[config.mk]
export PLATFORM = sky130hd
export DESIGN_NAME = image_core_scheduler
export DESIGN_NICKNAME = d
export VERILOG_FILES = /design/src/rtl/image_core_scheduler_pkg.sv /design/src/rtl/image_core_scheduler_rr_arbiter.sv /design/src/rtl/image_core_scheduler.sv
export SDC_FILE = /design/constraint.sdc
export NUM_CORES = 1
export LEC_CHECK = 0
export CAP_MARGIN = 0
export CORE_AREA = 5 5 300 302
export DETAILED_ROUTE_END_ITERATION = 8
export DIE_AREA = 0 0 305 307
export HOLD_SLACK_MARGIN = 0.06
export PLACE_DENSITY = 0.45
export REMOVE_ABC_BUFFERS = 1
export SLEW_MARGIN = 25
export SYNTH_ARGS = -nofsm -noshare
export SYNTH_HDL_FRONTEND = slang
export SYNTH_SLANG_ARGS = --single-unit
[constraint.sdc]
create_clock -name clk -period 2.4 [get_ports clk]
set_input_delay 0.6 -clock clk [delete_from_list [all_inputs] [get_ports clk]]
set_output_delay 0.6 -clock clk [all_outputs]
set_load 0.005 [all_outputs]
[src/rtl/image_core_scheduler_pkg.sv]
// Shared types for the image core scheduler: instruction/pixel formats,
// scheduler states and the round-robin pick helper.
package image_core_scheduler_pkg;

  typedef enum logic [2:0] {
    OP_NOP,
    OP_ADD,
    OP_SUB,
    OP_AVG
  } opcode_t;

  typedef struct packed {
    logic [7:0] r;
    logic [7:0] g;
    logic [7:0] b;
  } pixel_t;

  localparam int unsigned MATRIX_CELLS = 4;

  typedef pixel_t [MATRIX_CELLS-1:0] pixelMatrix_t;

  typedef struct packed {
    opcode_t      op;
    pixelMatrix_t cellA;
    pixelMatrix_t cellB;
  } instruction_t;

  typedef enum logic [1:0] {
    IDLE,
    ISSUE,
    WAIT,
    RESP
  } sched_state_t;

  localparam int unsigned MAX_REQ   = 32;
  localparam int unsigned MAX_REQ_W = $clog2(MAX_REQ);

  // First set bit of valid[n-1:0] at or above ptr, wrapping; ptr when none set.
  function automatic int unsigned rr_pick(input logic [MAX_REQ-1:0] valid,
                                          input int unsigned        ptr,
                                          input int unsigned        n);
    int unsigned idx;
    int unsigned pick;
    logic        found;
    pick  = ptr;
    found = 1'b0;
    for (int unsigned k = 0; k < MAX_REQ; k++) begin
      if (k < n) begin
        idx = ptr + k;
        if (idx >= n) idx = idx - n;
        if (valid[idx[MAX_REQ_W-1:0]] && !found) begin
          pick  = idx;
          found = 1'b1;
        end
      end
    end
    return pick;
  endfunction

endpackage

[src/rtl/image_core_scheduler_rr_arbiter.sv]
// Combinational round-robin arbiter: one-hot grant plus index, searching
// upward from rr_ptr with wrap.
module rr_arbiter
  import image_core_scheduler_pkg::*;
#(
  parameter int unsigned N = 2
) (
  input  logic [N-1:0]         req_valid,
  input  logic [$clog2(N)-1:0] rr_ptr,
  output logic [N-1:0]         grant,
  output logic [$clog2(N)-1:0] grant_idx,
  output logic                 grant_valid
);
  localparam int unsigned IW = $clog2(N);

  logic [MAX_REQ-1:0] valid_ext;
  int unsigned        pick;

  always_comb begin
    valid_ext          = '0;
    valid_ext[N-1:0]   = req_valid;
    pick               = rr_pick(valid_ext, 32'(rr_ptr), N);
    grant_idx          = IW'(pick);
    grant_valid        = |req_valid;
    grant              = '0;
    if (grant_valid) grant[grant_idx] = 1'b1;
  end

endmodule

[src/rtl/image_core_scheduler.sv]
// Shares one image processing core between NUM_REQ requesters, one
// instruction in flight, round-robin grant, result returned with requester ID.
module image_core_scheduler
  import image_core_scheduler_pkg::*;
#(
  parameter int unsigned NUM_REQ      = 2,
  parameter int unsigned CORE_LATENCY = 1
) (
  input  logic                       clk,
  input  logic                       reset_n,
  input  logic [NUM_REQ-1:0]         req_valid,
  output logic [NUM_REQ-1:0]         req_ready,
  input  instruction_t               req_iw [NUM_REQ],
  output instruction_t               core_iw,
  input  pixelMatrix_t               core_result,
  output logic                       rsp_valid,
  input  logic                       rsp_ready,
  output logic [$clog2(NUM_REQ)-1:0] rsp_id,
  output pixelMatrix_t               rsp_result,
  output logic                       busy
);
  localparam int unsigned IDW = $clog2(NUM_REQ);
  localparam int unsigned CW  = $clog2(CORE_LATENCY + 1);

  sched_state_t   state_q, state_d;
  logic [IDW-1:0] rr_ptr_q, rr_ptr_d;
  logic [CW-1:0]  cnt_q, cnt_d;
  instruction_t   core_iw_q, core_iw_d;
  logic           rsp_valid_q, rsp_valid_d;
  logic [IDW-1:0] rsp_id_q, rsp_id_d;
  pixelMatrix_t   rsp_result_q, rsp_result_d;

  logic [NUM_REQ-1:0] grant;
  logic [IDW-1:0]     grant_idx;
  logic               grant_valid;

  rr_arbiter #(.N(NUM_REQ)) u_arb (
    .req_valid   (req_valid),
    .rr_ptr      (rr_ptr_q),
    .grant       (grant),
    .grant_idx   (grant_idx),
    .grant_valid (grant_valid)
  );

  // Grant is only offered in IDLE, so any valid grant there is a transfer.
  assign req_ready  = (state_q == IDLE) ? grant : '0;
  assign busy       = (state_q != IDLE);
  assign core_iw    = core_iw_q;
  assign rsp_valid  = rsp_valid_q;
  assign rsp_id     = rsp_id_q;
  assign rsp_result = rsp_result_q;

  always_comb begin
    state_d      = state_q;
    rr_ptr_d     = rr_ptr_q;
    cnt_d        = cnt_q;
    core_iw_d    = core_iw_q;
    rsp_valid_d  = rsp_valid_q;
    rsp_id_d     = rsp_id_q;
    rsp_result_d = rsp_result_q;
    case (state_q)
      IDLE: begin
        if (grant_valid) begin
          core_iw_d = req_iw[grant_idx];
          rsp_id_d  = grant_idx;
          rr_ptr_d  = (grant_idx == IDW'(NUM_REQ - 1)) ? '0 : grant_idx + IDW'(1);
          state_d   = ISSUE;
        end
      end
      ISSUE: begin
        cnt_d   = CW'(CORE_LATENCY - 1);
        state_d = WAIT;
      end
      WAIT: begin
        if (cnt_q == '0) begin
          rsp_result_d = core_result;
          rsp_valid_d  = 1'b1;
          state_d      = RESP;
        end else begin
          cnt_d = cnt_q - CW'(1);
        end
      end
      RESP: begin
        if (rsp_ready) begin
          rsp_valid_d = 1'b0;
          state_d     = IDLE;
        end
      end
      default: state_d = IDLE;
    endcase
  end

  always_ff @(posedge clk or negedge reset_n) begin
    if (!reset_n) begin
      state_q      <= IDLE;
      rr_ptr_q     <= '0;
      cnt_q        <= '0;
      core_iw_q    <= '0;
      rsp_valid_q  <= 1'b0;
      rsp_id_q     <= '0;
      rsp_result_q <= '0;
    end else begin
      state_q      <= state_d;
      rr_ptr_q     <= rr_ptr_d;
      cnt_q        <= cnt_d;
      core_iw_q    <= core_iw_d;
      rsp_valid_q  <= rsp_valid_d;
      rsp_id_q     <= rsp_id_d;
      rsp_result_q <= rsp_result_d;
    end
  end

endmodule

After elaboration in Yosys (flattened, before gate mapping)
Cells that the tools add are included.
{"block": "totals", "register_bits": 297, "latch_bits": 0, "ram_bits": 0, "rom_bits": 0, "output_inout_bits": 296, "word_cells": 100, "memories": 0}
{"block": "op_classes", "n_addsub": 5, "mul": 0, "div_mod_pow": 0, "magnitude_cmp": 7, "n_eq_ne": 6, "shift": 0, "n_mux": 26, "bitwise": 2, "reduce_logical": 12}
{"cell": "2-to-1 mux 195 bit", "n": 3}
{"cell": "greater-or-equal comparator 32 x 2 -> 1 bit (second input constant)", "n": 1}
{"cell": "< comparator 5 x 6 -> 1 bit (second input constant)", "n": 2}
{"cell": "binary-select mux 1 bit (select 5 bit)", "n": 2}
{"cell": "2-to-1 mux 1 bit", "n": 10}
{"cell": "2-to-1 mux 2 bit", "n": 5}
{"cell": "2-to-1 mux 5 bit", "n": 2}
{"cell": "case mux 2 bit (4 select lines)", "n": 1}
{"cell": "!= test 2 bit (second input constant)", "n": 3}
{"cell": "AND reduction 3 bit", "n": 2}
{"cell": "nonzero test 2 bit", "n": 3}
{"cell": "equality test 2 bit (second input constant)", "n": 2}
{"cell": "case mux 1 bit (2 select lines)", "n": 2}
{"cell": "AND reduction 2 bit", "n": 2}
{"cell": "subtractor 1 x 2 -> 3 bit (second input constant)", "n": 1}
{"cell": "subtractor 2 x 2 -> 3 bit (second input constant)", "n": 1}
{"cell": "adder 1 x 1 -> 2 bit (second input constant)", "n": 1}
{"cell": "equality test 2 x 1 -> 1 bit (second input constant)", "n": 1}
{"cell": "greater-or-equal comparator 1 x 2 -> 1 bit (second input constant)", "n": 1}
{"cell": "greater-or-equal comparator 2 bit (second input constant)", "n": 1}
{"cell": "logical AND 1 bit", "n": 2}
{"cell": "logical NOT 2 bit", "n": 1}
{"cell": "< comparator 1 x 2 -> 1 bit (second input constant)", "n": 1}
{"cell": "inverter 1 -> 2 bit", "n": 1}
{"cell": "7 further kinds", "n": 7}

Longest topological paths before layout
Gate-level depths: netlist of the first run.
{"block": "depth", "depth_word": 14, "ltp_mapped": 8}

Modules after synthesis
From an unflattened synthesis of the first run, not the netlist that was laid out.
{"block": "unflattened", "hier_cells": 1082, "hier_area_um2": 12906.1}
{"mod": "image_core_scheduler", "instances": 1, "cells_per_inst": 1077, "area_each_um2": 12872.3}
{"mod": "rr_arbiter", "instances": 1, "cells_per_inst": 5, "area_each_um2": 33.8}

Least setup slack after synthesis of the first run
No wires, ideal clock.
{"block": "synth_path", "path_kind": "flip-flop to output port", "startpoint": "register state_q[0]", "endpoint": "output port req_ready[0]", "arrival_ns": 1.346, "required_ns": 1.800, "slack_ns": 0.454, "stages_incl_launch_ff": 8, "n_path_buf": 3, "path_cell_list": "dfrtp_1 > inv_1 > ha_1 > and2_1 > buf_6 > buf_4 > buf_6 > and2_1"}
{"block": "synth_via", "elab_chain_len": 2}
{"item": "start: declaration", "line": "image_core_scheduler.sv:25", "text": "sched_state_t state_q, state_d;"}
{"item": "start signal: assignment", "line": "image_core_scheduler.sv:103", "text": "state_q <= state_d;"}
{"item": "logical NOT 2 bit", "line": "image_core_scheduler.sv:46", "text": "assign req_ready = (state_q == IDLE) ? grant : '0;"}
{"item": "2-to-1 mux 2 bit", "line": "image_core_scheduler.sv:46"}
{"item": "end: declaration", "line": "image_core_scheduler.sv:12", "text": "output logic [NUM_REQ-1:0] req_ready,"}
No other way between the ends.

Worst setup path in the final report of the first run
{"block": "layout_path", "startpoint": "input port req_valid[1]", "endpoint": "output port req_ready[0]"}
{"block": "layout_via", "elab_chain_len": 12}
{"item": "start: declaration", "line": "image_core_scheduler.sv:11", "text": "input logic [NUM_REQ-1:0] req_valid,"}
{"item": "binary-select mux 1 bit (select 5 bit)", "line": "image_core_scheduler_pkg.sv:51", "text": "if (valid[idx[MAX_REQ_W-1:0]] && !found) begin"}
{"item": "2-to-1 mux 1 bit (implied by the code)", "line": "image_core_scheduler_pkg.sv:51"}
{"item": "2-to-1 mux 1 bit", "line": "image_core_scheduler_pkg.sv:51"}
{"item": "logical NOT 1 bit", "line": "image_core_scheduler_pkg.sv:51"}
{"item": "logical AND 1 bit", "line": "image_core_scheduler_pkg.sv:51"}
{"item": "2-to-1 mux 1 bit", "line": "image_core_scheduler_pkg.sv:51"}
{"item": "< comparator 1 x 2 -> 1 bit (implied by the code) or greater-or-equal comparator 1 bit (tied branches)", "line": "image_core_scheduler_rr_arbiter.sv:26", "text": "if (grant_valid) grant[grant_idx] = 1'b1;"}
{"item": "logical AND 1 bit (implied by the code)", "line": "image_core_scheduler_rr_arbiter.sv:26"}
{"item": "2-to-1 mux 1 bit (implied by the code)", "line": "image_core_scheduler_rr_arbiter.sv:26"}
{"item": "demux 1 bit (select 1 bit)"}
{"item": "2-to-1 mux 2 bit *", "line": "image_core_scheduler_rr_arbiter.sv:26"}
{"item": "2-to-1 mux 2 bit *", "line": "image_core_scheduler.sv:46"}
Every way passes the cells marked *; elsewhere a longest branch is shown, timed or not. The select of a mux whose other input is x is not followed.

==> summary.md, run 1 <==
| Metric | Value |
|---|---|
| Result of the run | `finished, final reports clean` |
| Min cycle time layout | `2.31 ns` |
| Worst-case hold path end point | `rsp_id$_DFFE_PN0P_` |
| Cell with the biggest individual delay on the critical path | `sky130_fd_sc_hd__clkdlybuf4s50_1` |
| DR WL/cell | `22.2 um` |
| Violation count after the first detailed-route iteration | `559` |
| Final net count | `2191` |
| Placement row count | `109` |
| Share of final-layout standard cells stronger than drive strength 1 | `0.134` |
| Max Clk Rate | `434 MHz` |
| Maximum number of pins on one net before global-route repair | `117` |
| #FFs+latches synth | `296` |
| Vias after detailed routing | `11600` |
| All-layer global routing usage | `0.128` |
| Htree depth | `2` |
| Post-route ant nets | `0` |
| Relative slew margins | `0.539` |
| Unrepaired setup endpoints after global routing | `false` |
| Sequential fraction of the synthesis area | `0.600` |
| Sum of overflow across all layers after global routing | `0` |
| VDD IR max | `0.510 mV` |
| Launch instance of the worst register-to-register path | `state_q[0]$_DFFE_PN0P_` |
| Number of buffers added by the clock tree synthesis step | `38` |
| Count of input and output buffers | `786` |
| Y dimension of the die | `307 um` |
| Arrival time worst endpoint | `1.71 ns` |
| DIE WIDTH | `305 um` |
| Number of instances in the synthesized netlist | `901` |
| Final Hold Fails | `0` |
| Worst Min Path Start | `rsp_id$_DFFE_PN0P_` |
| Type of destination of the critical path | `output pin` |
| Yosys top cell area share | `0.600` |
| Router iterations before antenna repair | `5` |
| Setup Viol. Count Final | `0` |
| Overall power consumption | `28.1 mW` |
| Type of the most critical hold path | `reg2reg` |
| Finished layout cell area | `23200 sq um` |
| Clock Path Buffers | `3` |
| Worst reg2reg path depth | `7` |
| Clock-pin slew of the registers on the worst-case setup and hold paths | `0.06 ns` |
| Lkg Pwr | `9.98 nW` |
| Highest cell delay on the worst timing path | `0.48 ns` |
| Part of the power in registers | `0.321` |
| # IOs | `787` |
| Power density over the cells | `1210 nW/um^2` |
| DRC Markers | `0` |
| Worst-case clock skew | `0.00888 ns` |
| Transition time of the tightest slew-check pin | `0.692 ns` |
| Slew Limit Fails | `0` |
| Count of unique library cells instantiated by Yosys | `22` |
| Required time at the endpoint of the critical path | `1.80 ns` |
| Sw Ratio | `0.311` |
| Internal power | `19.3 mW` |
| Cell at the root of the clock tree | `sky130_fd_sc_hd__clkbuf_16` |
| Clock group share of total power | `0.213` |
| Tightest hold margin | `0.500 ns` |
| Sort of element at the start of the critical path | `primary input` |
| Total wirelength of the detailed-routed design | `64300 um` |
| Worst reg-to-reg setup slack | `0.43 ns` |
| Warnings from Yosys | `0` |
| Post-Place Cell Area | `21900 sq um` |
| Area leader, netlist | `sky130_fd_sc_hd__dfrtp_1` |
| Die area | `93600 sq um` |
| Area growth from synthesis to final layout | `88.3%` |
| Worst hold path cell count | `1` |
| Clock Latency Late Sink | `0.54 ns` |
| Classification of the worst setup path | `in2out` |
| Power dissipated by switching net loads | `8.74 mW` |
| Critical path peak fanout | `2` |
| Final worst path period share | `0.961` |
| Critical path, cell by cell | `clkdlybuf4s50_1, buf_4, nand2_8, and2_4, dlygate4sd2_1` |
| Capture point of the worst reg-to-reg path | `core_iw[97]$_DFFE_PN0P_` |
| Cell total after placement | `2818` |
| Max-cap violations | `0` |
| Core outline area | `87400 sq um` |
| Vias in the first global route | `12700` |
| Average cell area after synthesis | `13.7 sq um` |
| Combinational Power Share | `0.466` |
| Post-DR vias/cell | `4.02` |
| CTS tree | `yes` |
| Leading cell types by total area after synthesis | `sky130_fd_sc_hd__dfrtp_1 60%, sky130_fd_sc_hd__a221o_1 16%, sky130_fd_sc_hd__and3_1 9.9%` |
| First-pass GRT wire length | `90700 um` |
| Non-filler cells, final | `2894` |
| Initial core utilization | `0.141` |
| Sink count of the clock tree | `296` |
| DP HPWL | `50300 um` |
| Combined area of all synthesized cells | `12300 sq um` |
| GPL Wtd Cong | `0.802` |
| Initial antenna violation count | `15` |
## cells by family (layout without fill, tap and decap cells)
group,count (synthesis),after routing,synth area share
compound gates,202,202,0.162
other cells,0,5,0
simple gates,202,202,0.102
fa+ha+maj,3,3,0.00304
mux,97,97,0.0885
buf+inv,101,924,0.0443
flops,296,296,0.600
## power by group through the flow
stage	clock network, mW	registers (mW)	logic, mW
floorplan	0	8.97	4.67
global placement	0	9.06	13.2
detailed placement	0	9.04	13.3
CTS	6.24	9.05	13.4
global route	6.41	9.31	13.9
finish	5.98	9.02	13.1
## repair_timing
| action | 4_1_cts | 5_1_grt |
|---|---|---|
| buffers inserted | 3 | 0 |
| hold buffers | 1 | 0 |
| endpoints found under the hold margin | 33 | 0 |
| endpoints found under the setup margin | 3 | 4 |
| resized for setup | 6 | 4 |
## layout make-up
type | count | area [sq um]
diodes | 5 | 12.5
clock buffers | 56 | 1130
clock inverters | 11 | 159
fillers | 9069 | 64200
inverters | 5 | 18.8
multi-input cells | 504 | 4450
flip-flops and latches | 296 | 7410
well taps | 1165 | 1460
repair buffers | 852 | 8610
## through the flow
stage	utilization	setup slack (ns)	TNS [ns]
floorplan	-	-2.88	-663.25
global placement	0.250	-0.197	-5.18
detailed placement	0.250	-0.178	-5.65
CTS	0.266	0.0212	0
global route	0.266	0.0177	0
finish	0.266	0.0934	0
## placed cells by master (no fill, tap or decap)
master,n
sky130_fd_sc_hd__dlymetal6s2s_1,2
sky130_fd_sc_hd__nand2_1,1
sky130_fd_sc_hd__inv_6,1
sky130_fd_sc_hd__inv_1,4
sky130_fd_sc_hd__dlygate4sd3_1,1
sky130_fd_sc_hd__dlygate4sd2_1,1
sky130_fd_sc_hd__mux2_2,97
sky130_fd_sc_hd__and2_4,2
sky130_fd_sc_hd__clkbuf_1,8
sky130_fd_sc_hd__bufinv_16,4
sky130_fd_sc_hd__nor2_1,2
sky130_fd_sc_hd__ha_4,2
sky130_fd_sc_hd__o21ai_4,1
sky130_fd_sc_hd__dfrtp_1,296
sky130_fd_sc_hd__a21oi_4,1
sky130_fd_sc_hd__nand2_8,1
sky130_fd_sc_hd__o22ai_1,1
sky130_fd_sc_hd__buf_8,1
sky130_fd_sc_hd__diode_2,5
sky130_fd_sc_hd__buf_12,19
sky130_fd_sc_hd__a21oi_1,1
sky130_fd_sc_hd__ha_1,1
sky130_fd_sc_hd__a21o_1,2
sky130_fd_sc_hd__inv_2,1
sky130_fd_sc_hd__a221o_1,195
sky130_fd_sc_hd__buf_4,46
sky130_fd_sc_hd__and3_1,195
sky130_fd_sc_hd__clkbuf_16,39
sky130_fd_sc_hd__nor2b_1,1
sky130_fd_sc_hd__clkbuf_2,1
sky130_fd_sc_hd__clkbuf_8,9
sky130_fd_sc_hd__clkinv_2,6
sky130_fd_sc_hd__o32a_1,1
sky130_fd_sc_hd__clkdlybuf4s50_1,781
## flip-flops by register name, indices dropped and copies added, names as in the netlist
name	cells
rsp_id	1
rsp_valid	1
core_iw	195
state_q	2
rr_ptr_q	1
rsp_result	96
## synthesized netlist by cell type
cell type and n:
sky130_fd_sc_hd__nand2_2 1, sky130_fd_sc_hd__dfrtp_1 296, sky130_fd_sc_hd__a221o_1 195, sky130_fd_sc_hd__buf_4 4, sky130_fd_sc_hd__buf_6 16, sky130_fd_sc_hd__a21o_1 2, sky130_fd_sc_hd__mux2_2 97, sky130_fd_sc_hd__inv_1 5
sky130_fd_sc_hd__nor2_1 2, sky130_fd_sc_hd__o32a_1 1, sky130_fd_sc_hd__a21oi_2 1, sky130_fd_sc_hd__nor2b_1 1, sky130_fd_sc_hd__ha_1 3, sky130_fd_sc_hd__nand2_1 1, sky130_fd_sc_hd__a21oi_1 1, sky130_fd_sc_hd__and2_1 2
sky130_fd_sc_hd__buf_2 26, sky130_fd_sc_hd__buf_1 3, sky130_fd_sc_hd__clkbuf_1 47, sky130_fd_sc_hd__o21ai_2 1, sky130_fd_sc_hd__and3_1 195, sky130_fd_sc_hd__o22ai_1 1
## per-layer routing
layer | wire [um] | GRT usage
met1 | 23600 | 0.138
met2 | 32000 | 0.228
met3 | 6800 | 0.0583
met4 | 1850 | 0.0369
met5 | 77 | 0
## critical path: cells and delay by family
kind	cells	cell delay [ns]
simple gates	2	0.22
buf+inv	3	0.89
## how the worst max path moves through the flow
stage	startpoint	slack [ns]	depth (start not counted)	end
2_1_floorplan	state_q[0]$_DFFE_PN0P_	-2.88	5	core_iw[0]$_DFFE_PN0P_
3_3_place_gp	req_valid[1]	-0.20	4	req_ready[1]
3_5_place_dp	req_valid[0]	-0.18	4	req_ready[1]
4_1_cts	state_q[0]$_DFFE_PN0P_	0.02	5	req_ready[1]
5_1_grt	state_q[0]$_DFFE_PN0P_	0.02	5	req_ready[0]
6_report	req_valid[1]	0.09	5	req_ready[0]
No activity file was read; power rests on OpenSTA's default activity.
==> inputs of run 2 (changes only) <==
--- a/config.mk
+++ b/config.mk
@@ -9,6 +9,7 @@
 export CORE_AREA = 5 5 300 302
 export DETAILED_ROUTE_END_ITERATION = 8
 export DIE_AREA = 0 0 305 307
+export GPL_TIMING_DRIVEN = 0
 export HOLD_SLACK_MARGIN = 0.06
 export PLACE_DENSITY = 0.45
 export REMOVE_ABC_BUFFERS = 1
==> constraint.sdc (replaced) <==
create_clock -name clk -period 2.4 [get_ports clk]
set_input_delay 0.72 -clock clk [delete_from_list [all_inputs] [get_ports clk]]
set_output_delay 0.72 -clock clk [all_outputs]
set_load 0.005 [all_outputs]
==> run 2 against run 1 <==
Utilization increased by 0.17 points. Flip-flop and latch count stayed put. Via count decreased by 0.39%. Non-clock buffer count is 28 lower. Sequential share of layout area shrank 0.18 points. Register-to-register slack worse by 0.33 ns.
==> summary.md, run 2 (synthesis gave the netlist of run 1 again) <==
| Metric | Value |
|---|---|
| All-layer global routing usage | `0.130 (+0.00143)` |
| Relative slew margins | `0.592 (+0.0528)` |
| # IOs | `787 (unchanged)` |
| Sw Ratio | `0.316 (+0.00490)` |
| Setup Viol. Count Final | `0 (unchanged)` |
| Transition time of the tightest slew-check pin | `0.612 ns (-0.0791 ns)` |
| Part of the power in registers | `0.314 (-0.007)` |
| Setup tns final | `0 ns (unchanged)` |
| Cell at the root of the clock tree | `sky130_fd_sc_hd__clkbuf_16` |
| Number of buffers added by the clock tree synthesis step | `39 (+2.6%)` |
| Violation count after the first detailed-route iteration | `674 (+21%)` |
| Die area | `93600 sq um (unchanged)` |
| Commonest non-fill, non-tap cell in the layout | `sky130_fd_sc_hd__clkdlybuf4s50_1` |
| Min cycle time layout | `2.38 ns (+0.0732 ns)` |
| Overall power consumption | `28.4 mW (+1.3%)` |
| Power density over the cells | `1220 nW/um^2 (+0.63%)` |
| DR WL/cell | `22.7 um (+2.1%)` |
| DIE WIDTH | `305 um (unchanged)` |
| Sum of overflow across all layers after global routing | `0 (unchanged)` |
| Clock Path Buffers | `3 (unchanged)` |
| Final worst-path setup slack | `0.0202 ns (-0.0732 ns)` |
| Setup slack at placement | `-1.12 ns (-0.941 ns)` |
| Clock-pin slew of the registers on the worst-case setup and hold paths | `0.06 ns (about the same)` |
| Slew Limit Fails | `0 (unchanged)` |
| Initial core utilization | `0.141 (unchanged)` |
| CTS tree | `yes` |
| Result of the run | `finished, final reports clean` |
| Hold-fix buffers, CTS | `0 (-1)` |
| Non-filler cells, final | `2876 (-0.62%)` |
| Footprint of the flip-flops and latches | `7410 sq um (about the same)` |
| Total wirelength of the detailed-routed design | `65300 um (+1.5%)` |
| Arrival time worst endpoint | `1.66 ns (-0.05 ns)` |
| Router iterations before antenna repair | `5 (unchanged)` |
| Share of final-layout standard cells stronger than drive strength 1 | `0.129 (-0.00481)` |
| Combined area of the multi-input logic cells | `4500 sq um (+1.0%)` |
| Type of the most critical hold path | `in2async` |
| Count of input and output buffers | `786 (unchanged)` |
| Classification of the worst setup path | `reg2out` |
| Vias in the first global route | `12600 (-0.85%)` |
| Htree depth | `2 (unchanged)` |
| Y dimension of the die | `307 um (unchanged)` |
| VDD IR max | `0.640 mV (+26%)` |
| GPL Wtd Cong | `0.796 (-0.80%)` |
| Critical path peak fanout | `2 (unchanged)` |
| Core outline area | `87400 sq um (unchanged)` |
| Finished layout cell area | `23400 sq um (+0.63%)` |
| DRC Markers | `0 (unchanged)` |
| Commonest cells after routing, fill and taps aside | `776 x sky130_fd_sc_hd__clkdlybuf4s50_1, 295 x sky130_fd_sc_hd__dfrtp_1, 195 x sky130_fd_sc_hd__and3_1, 195 x sky130_fd_sc_hd__a221o_1, 97 x sky130_fd_sc_hd__mux2_2` |
| Fill cells | `9087 (+0.20%)` |
| Power dissipated by switching net loads | `8.99 mW (+2.9%)` |
| Cell total after placement | `2783 (-1.2%)` |
| Lkg Pwr | `10.0 nW (+0.16%)` |
| Max-cap violations | `0 (unchanged)` |
| Maximum number of pins on one net before global-route repair | `127 (+8.5%)` |
| Final net count | `2168 (-1.0%)` |
| Area growth from synthesis to final layout | `89.4%` |
| Max Clk Rate | `420 MHz (-3.1%)` |
| Clock group share of total power | `0.212 (about the same)` |
| Required time at the endpoint of the critical path | `1.68 ns (-0.12 ns)` |
| Vias after detailed routing | `11600 (-0.39%)` |
| Post-DR vias/cell | `4.03 (+0.24%)` |
| Final worst path period share | `0.992 (+0.0305)` |
| Max reg flops | `195 (unchanged)` |
| Internal power | `19.4 mW (+0.54%)` |
| Post-route ant nets | `0 (unchanged)` |
| DP HPWL | `48300 um (-3.9%)` |
| Post-Place Cell Area | `21900 sq um (+0.18%)` |
| Unrepaired setup endpoints after global routing | `true` |
| Worst reg2reg path depth | `11 (+4)` |
| Final Hold Fails | `0 (unchanged)` |
| Sink count of the clock tree | `296 (unchanged)` |
| Sort of element at the start of the critical path | `flop` |
| Type of destination of the critical path | `output pin` |
| Worst-case clock skew | `0.0171 ns (+0.00820 ns)` |
| Initial antenna violation count | `23 (+8)` |
| Combinational Power Share | `0.475 (+0.009)` |
| Clock Latency Late Sink | `0.55 ns (about the same)` |
| First-pass GRT wire length | `91500 um (+0.89%)` |
| Placement row count | `109 (unchanged)` |
-- run 2: area by class of cell --
class | instances | share of cell area
Clock buffer | 57 | 0.0502
Antenna cell | 8 | 0.000856
Inverter | 5 | 0.000802
Clock inverter | 13 | 0.00583
Timing Repair Buffer | 824 | 0.371
Tap cell | 1165 | 0.0623
Sequential cell | 296 | 0.317
Multi-Input combinational cell | 508 | 0.192
-- run 2: power groups by stage --
stage | combinational (mW) | clock [mW] | sequential (mW)
finish | 13.5 | 6.02 | 8.92
global route | 14.4 | 6.47 | 9.23
CTS | 13.7 | 6.29 | 8.96
detailed placement | 13.5 | 0 | 8.94
global placement | 12.4 | 0 | 8.94
floorplan | 4.67 | 0 | 8.97
-- run 2: critical path, stage by stage, from the launching register on --
cell                        delay [ns]
sky130_fd_sc_hd__dfrtp_1          0.39
sky130_fd_sc_hd__inv_2            0.08
sky130_fd_sc_hd__ha_4             0.16
sky130_fd_sc_hd__nand2_4          0.05
sky130_fd_sc_hd__a21oi_4          0.16
sky130_fd_sc_hd__clkbuf_16        0.17
sky130_fd_sc_hd__buf_6            0.09
-- run 2: what timing repair did --
item                                    CTS  global route
gates resized for setup                  24            14
cloned                                    3             1
pin swaps                                 3             2
setup buffers                             9             3
endpoints found under the setup margin   72            22
-- run 2: metrics by stage --
stage | hold WS (ns) | util
after floorplan | 0.424 | -
after global placement | 0.466 | 0.242
after detailed placement | 0.475 | 0.251
after CTS | 0.112 | 0.267
after global routing | 0.130 | 0.267
final | 0.109 | 0.268
-- run 2: metal layers --
| layer | up-vias | routed length (um) | GRT usage |
|---|---|---|---|
| met3 | 92 | 6920 | 0.0600 |
| met4 | 10 | 2200 | 0.0425 |
| met5 | - | 68 | 0 |
| li1 | 5138 | - | - |
| met1 | 5732 | 24400 | 0.144 |
| met2 | 609 | 31700 | 0.221 |
-- run 2: final timing paths --
path,endpoint,startpoint,slack [ns]
hold / removal,rsp_result[20]$_DFFE_PN0P_,reset_n,0.11
setup / recovery,req_ready[1],state_q[0]$_DFFE_PN0P_,0.02
max in group asynchronous,core_iw[141]$_DFFE_PN0P_,reset_n,0.96
setup reg to reg,core_iw[10]$_DFFE_PN0P_,state_q[1]$_DFFE_PN0P_,0.10
min in group clk,rsp_result[32]$_DFFE_PN0P_,rsp_result[32]$_DFFE_PN0P_,0.50
hold reg to reg,rsp_result[32]$_DFFE_PN0P_,rsp_result[32]$_DFFE_PN0P_,0.50
==> inputs of run 3 (changes only) <==
--- a/config.mk
+++ b/config.mk
@@ -5,10 +5,10 @@
 export SDC_FILE = /design/constraint.sdc
 export NUM_CORES = 1
 export LEC_CHECK = 0
-export CAP_MARGIN = 0
 export CORE_AREA = 5 5 300 302
 export DETAILED_ROUTE_END_ITERATION = 8
 export DIE_AREA = 0 0 305 307
+export GPL_ROUTABILITY_DRIVEN = 0
 export GPL_TIMING_DRIVEN = 0
 export HOLD_SLACK_MARGIN = 0.06
 export PLACE_DENSITY = 0.45
==> results of run 3 <==
The final DEF is identical to that of run 2; final timing and power are the same.
